--- src/rtl/alu_8bit.sv ---
// Registered 8-bit ALU: add/sub, bitwise logic and shift units feed a result
// mux; result, carry and zero are captured in one register stage.

module alu_addsub (
  input  logic [7:0] i_a,
  input  logic [7:0] i_b,
  input  logic       i_sub,
  output logic [7:0] o_res,
  output logic       o_carry
);
  logic [8:0] w_sum;

  // Bit 8 of the 9-bit difference is the borrow, so one flag serves both ops.
  assign w_sum   = i_sub ? ({1'b0, i_a} - {1'b0, i_b}) : ({1'b0, i_a} + {1'b0, i_b});
  assign o_res   = w_sum[7:0];
  assign o_carry = w_sum[8];
endmodule

module alu_logic (
  input  logic [7:0] i_a,
  input  logic [7:0] i_b,
  input  logic [1:0] i_sel,
  output logic [7:0] o_res
);
  always_comb begin
    o_res = 8'h00;
    case (i_sel)
      2'b00: o_res = i_a & i_b;
      2'b01: o_res = i_a | i_b;
      2'b10: o_res = i_a ^ i_b;
      2'b11: o_res = ~i_a;
    endcase
  end
endmodule

module alu_shift (
  input  logic [7:0] i_a,
  input  logic       i_right,
  output logic [7:0] o_res,
  output logic       o_carry
);
  assign o_res   = i_right ? {1'b0, i_a[7:1]} : {i_a[6:0], 1'b0};
  assign o_carry = i_right ? i_a[0] : i_a[7];
endmodule

module alu_8bit (
  input  logic       clk,
  input  logic       rst_n,
  input  logic [7:0] a,
  input  logic [7:0] b,
  input  logic [2:0] opcode,
  output logic [7:0] out,
  output logic       carry,
  output logic       zero
);
  localparam logic [2:0] OP_ADD = 3'b000;
  localparam logic [2:0] OP_SUB = 3'b001;
  localparam logic [2:0] OP_AND = 3'b010;
  localparam logic [2:0] OP_OR  = 3'b011;
  localparam logic [2:0] OP_XOR = 3'b100;
  localparam logic [2:0] OP_NOT = 3'b101;
  localparam logic [2:0] OP_SHL = 3'b110;
  localparam logic [2:0] OP_SHR = 3'b111;

  logic [7:0] w_as_res, w_lg_res, w_sh_res, w_res;
  logic       w_as_c, w_sh_c, w_c;
  logic [7:0] r_out;
  logic       r_carry, r_zero;

  alu_addsub u_addsub (
    .i_a(a), .i_b(b), .i_sub(opcode[0]), .o_res(w_as_res), .o_carry(w_as_c)
  );

  // {opcode[2], opcode[0]} maps AND/OR/XOR/NOT onto 00/01/10/11.
  alu_logic u_logic (
    .i_a(a), .i_b(b), .i_sel({opcode[2], opcode[0]}), .o_res(w_lg_res)
  );

  alu_shift u_shift (
    .i_a(a), .i_right(opcode[0]), .o_res(w_sh_res), .o_carry(w_sh_c)
  );

  always_comb begin
    w_res = 8'h00;
    w_c   = 1'b0;
    case (opcode)
      OP_ADD, OP_SUB: begin w_res = w_as_res; w_c = w_as_c; end
      OP_AND, OP_OR,
      OP_XOR, OP_NOT: begin w_res = w_lg_res; w_c = 1'b0;   end
      OP_SHL, OP_SHR: begin w_res = w_sh_res; w_c = w_sh_c; end
    endcase
  end

  always_ff @(posedge clk) begin
    if (!rst_n) begin
      r_out   <= 8'h00;
      r_carry <= 1'b0;
      r_zero  <= 1'b1;
    end else begin
      r_out   <= w_res;
      r_carry <= w_c;
      r_zero  <= (w_res == 8'h00);
    end
  end

  assign out   = r_out;
  assign carry = r_carry;
  assign zero  = r_zero;
endmodule

--- config.mk ---
export PLATFORM = sky130hd
export DESIGN_NAME = alu_8bit
export DESIGN_NICKNAME = d
export VERILOG_FILES = /design/src/rtl/alu_8bit.sv
export SDC_FILE = /design/constraint.sdc
export NUM_CORES = 1
export LEC_CHECK = 0
export BUFFER_PORTS_ARGS = -buffer_cell sky130_fd_sc_hd__buf_2
export CAP_MARGIN = 20
export CORE_AREA = 3 3 67 69
export CTS_CLUSTER_SIZE = 16
export DETAILED_ROUTE_END_ITERATION = 8
export DIE_AREA = 0 0 70 72
export GPL_TIMING_DRIVEN = 1
export SLEW_MARGIN = 5
export SYNTH_ARGS = -nofsm -noshare
export SYNTH_HDL_FRONTEND = slang
export SYNTH_SLANG_ARGS = --single-unit
--- constraint.sdc ---
create_clock -name clk -period 3.7 [get_ports clk]
set_input_delay 0.925 -clock clk [delete_from_list [all_inputs] [get_ports clk]]
set_output_delay 0.925 -clock clk [all_outputs]
set_load 0.01 [all_outputs]
==> impl_metrics.sql <==
INSERT INTO impl_metrics (metric_group, metric, value, unit) VALUES
('logic_synthesis', 'post_synth_main_area_contributors', 'ha_1 (20%), dfxtp_1 (13%), mux2i_1 (5.1%)', ''),
('logic_synthesis', 'yosys_warnings', '0', ''),
('layout', 'layout.cells.non_filler', '265', ''),
('die', 'floorplan.die.height', '72', 'µm'),
('layout', 'area_growth_syn_to_layout', '13.5', '%'),
('clock_tree', 'number_of_buffers_added_by_the_clock_tree_synthesis_step', '3', ''),
('clock_tree', 'postCtsHoldBufs', '0', ''),
('critical_path', 'critPathLaunchType', 'primary input', ''),
('critical_path', 'max_stage_delay', '370', 'ps'),
('route', 'detail_route.iter0.violations', '26', ''),
('route', 'dr_total_vias', '1402', ''),
('critical_path', 'cp-end-kind', 'flop', ''),
('logic_synthesis', 'synth_sequential_area_ratio', '12.9', '%'),
('placed_design', 'detailed_place_hpwl', '2.89', 'mm'),
('logic_synthesis', 'postSynthNetCount', '235', ''),
('placed_design', 'dp_cells', '262', ''),
('logic_synthesis', 'synth_async_sr_flop_share', '0', '%'),
('route', 'post_drt_wl_per_cell', '13.4', 'µm'),
('critical_path', 'crit_chain', 'buf_2 -> inv_1 -> ha_1 -> mux2_2 -> inv_1 -> ha_1 -> nor2b_4 -> o31a_1 -> o41ai_1 -> mux2i_1 -> nor2_1 -> o41ai_2', ''),
('logic_synthesis', 'synth-adder-area-share', '21.4', '%'),
('die', 'initial_utilization', '39.2', '%'),
('logic_synthesis', 'synth_enable_flop_cells', '0', ''),
('power_and_ir_drop', 'p_per_area', '259', 'nW/µm²'),
('grt', 'antenna_found_initial', '0', ''),
('logic_synthesis', 'synth_flop_cell', 'dfxtp_1', ''),
('timing', 'timing.final.crit_share', '86.8', '%'),
('clock_tree', 'longest_clk_path_bufs', '2', ''),
('logic_synthesis', 'post_synth_mux_area_share', '9.72', '%'),
('placed_design', 'buffer_ports.inserted', '30', ''),
('die', 'fp.coreArea', '3970', 'µm²'),
('logic_synthesis', 'syn_avg_cell_area', '8.29', 'µm²'),
('grt', 'grt.overflow.total', '0', ''),
('layout', 'fin_nets', '264', ''),
('layout', 'fillers', '422', ''),
('outcome', 'run_status', 'completed', ''),
('route', 'drtPass1Iterations', '4', ''),
('grt', 'grt_start_max_net_pins', '26', ''),
('grt', 'grt_first_pass_wirelength', '5.91', 'mm'),
('logic_synthesis', 'synthesis.instances', '188', ''),
('timing', 'finalHoldViolCount', '0', ''),
('clock_tree', 'clk_pin_slew_worst_paths', '40', 'ps'),
('clock_tree', 'clock-root-buffer', 'clkbuf_8', ''),
('route', 'routed_via_density', '5.29', ''),
('timing', 'finalWorstPathRequiredPeriod', '3210', 'ps'),
('clock_tree', 'tritoncts_clock_tree', 'built', ''),
('grt', 'grt_use_total', '14.5', '%'),
('die', 'fp.dieArea', '5040', 'µm²'),
('route', 'drt.antenna.violating_nets', '0', ''),
('critical_path', 'worst_path_max_delay_cell', 'o41ai_1', ''),
('logic_synthesis', 'synthDistinctLibCells', '55', ''),
('timing', 'fin_setup_tns', '0', 'ps'),
('layout', 'post_route_cells_drive_above_1_share', '21.9', '%'),
('clock_tree', 'cts_post_setup_buffers_inserted', '0', ''),
('critical_path', 'critPathArrivalTime', '3350', 'ps'),
('logic_synthesis', 'synthXorXnorAreaFrac', '4.50', '%'),
('timing', 'worst_slew_pin_slew', '459', 'ps'),
('logic_synthesis', 'yosys_top_cell_area_share', '20.1', '%'),
('timing', 'slew-limit-headroom', '69.4', '%'),
('min_path', 'hold_path_class', 'primary input to flop', ''),
('die', 'die_width', '70', 'µm'),
('logic_synthesis', 'simple_gate_area_share_of_the_yosys_netlist', '17.8', '%'),
('layout', 'antennaDiodeCount', '0', ''),
('logic_synthesis', 'synth_top_family_by_area', 'compound AO/OA/AOI/OAI gates', ''),
('critical_path', 'critPathMaxFanout', '4', ''),
('timing', 'max_clock_freq', '0.311', 'GHz'),
('critical_path', 'worst_ep_required_time', '3840', 'ps'),
('job', 'drv_cap', '0', ''),
('logic_synthesis', 'post-synth-top-area-cell', 'ha_1', ''),
('die', 'ios', '31', ''),
('power_and_ir_drop', 'power_leakage', '0.874', 'nW'),
('logic_synthesis', 'netlist_top_cells_count', 'ha_1 (25), inv_1 (19), nand2_1 (13)', '');
-- registers in the layout, indices dropped and copies added (netlist names) --
signal	flops
carry	1
out	8
zero	1
-- power by group --
part / switching (W) / internal, W
registers: 0.00000183 / 0.000119
clock network: 0.0000381 / 0.0000708
logic: 0.000125 / 0.000104
-- cell usage in the layout (no fill, tap or decap), drive strengths merged, types with 2 or more instances in the layout --
master  Yosys  routed
buf         9      33
ha         25      25
inv        19      19
nand2      13      13
o21ai      11      11
nor2       10      10
dfxtp      10      10
a21oi       9       9
mux2i       8       8
nor2b       7       7
xnor2       6       6
and2        4       4
o21a        4       4
a211oi      4       4
a31oi       3       3
a21o        3       3
o211ai      3       3
clkbuf      0       3
or2         3       3
nor3        2       2
a41oi       2       2
mux4        2       2
and2b       2       2
nor3b       2       2
nand2b      2       2
xor2        2       2
or3         2       2
mux2        2       2
a21boi      2       2
o41ai       2       2
a221oi      2       2
-- per-stage QoR --
step / hold slack (ps) / instance area (µm²) / worst slack, ps / total power, W
finish: 920 / 1770 / 490 / 0.000458
global route: 928 / 1770 / 320 / 0.000496
CTS: 919 / 1770 / 459 / 0.000462
detailed placement: 1160 / 1730 / 229 / 0.000350
global placement: 1170 / 1730 / 259 / 0.000351
floorplan: 981 / 1560 / 321 / 0.000291
-- per-layer routing --
metal  up-vias  part of all wire (%)  track usage [%]
li1        727                     -                -
met1       635                    50             21.2
met2        35                    44             21.9
met3         5                   4.3             1.80
met4         0                   1.6             5.11
met5         -                     0                0
-- final cells by class --
type | instances | area (µm²) | share of cell area (%)
clock buffers | 3 | 41.3 | 2.34
inverters | 19 | 71.3 | 4.03
multi-input cells | 150 | 1220 | 69.0
flip-flops and latches | 10 | 200 | 11.3
well taps | 50 | 62.6 | 3.54
repair buffers | 33 | 173 | 9.77
-- critical path, delay by kind of cell --
| family | cells | cell delay, ps |
|---|---|---|
| simple gates | 2 | 220 |
| fa+ha+maj | 2 | 500 |
| compound gates | 3 | 960 |
| buf+inv | 3 | 230 |
| mux | 2 | 520 |
-- path summary, 6_finish.rpt --
| check | startpoint | to | slack [ps] | depth (start not counted) |
|---|---|---|---|---|
| max | b[0] | zero | 490 | 12 |
| min | rst_n | zero | 920 | 2 |
-- cell families after synthesis --
group	Yosys count
simple gates	50
fa+ha+maj	26
xor+xnor	8
flops	10
compound gates	54
mux	12
buf+inv	28
Note: power is estimated with default switching activity, not from simulation.
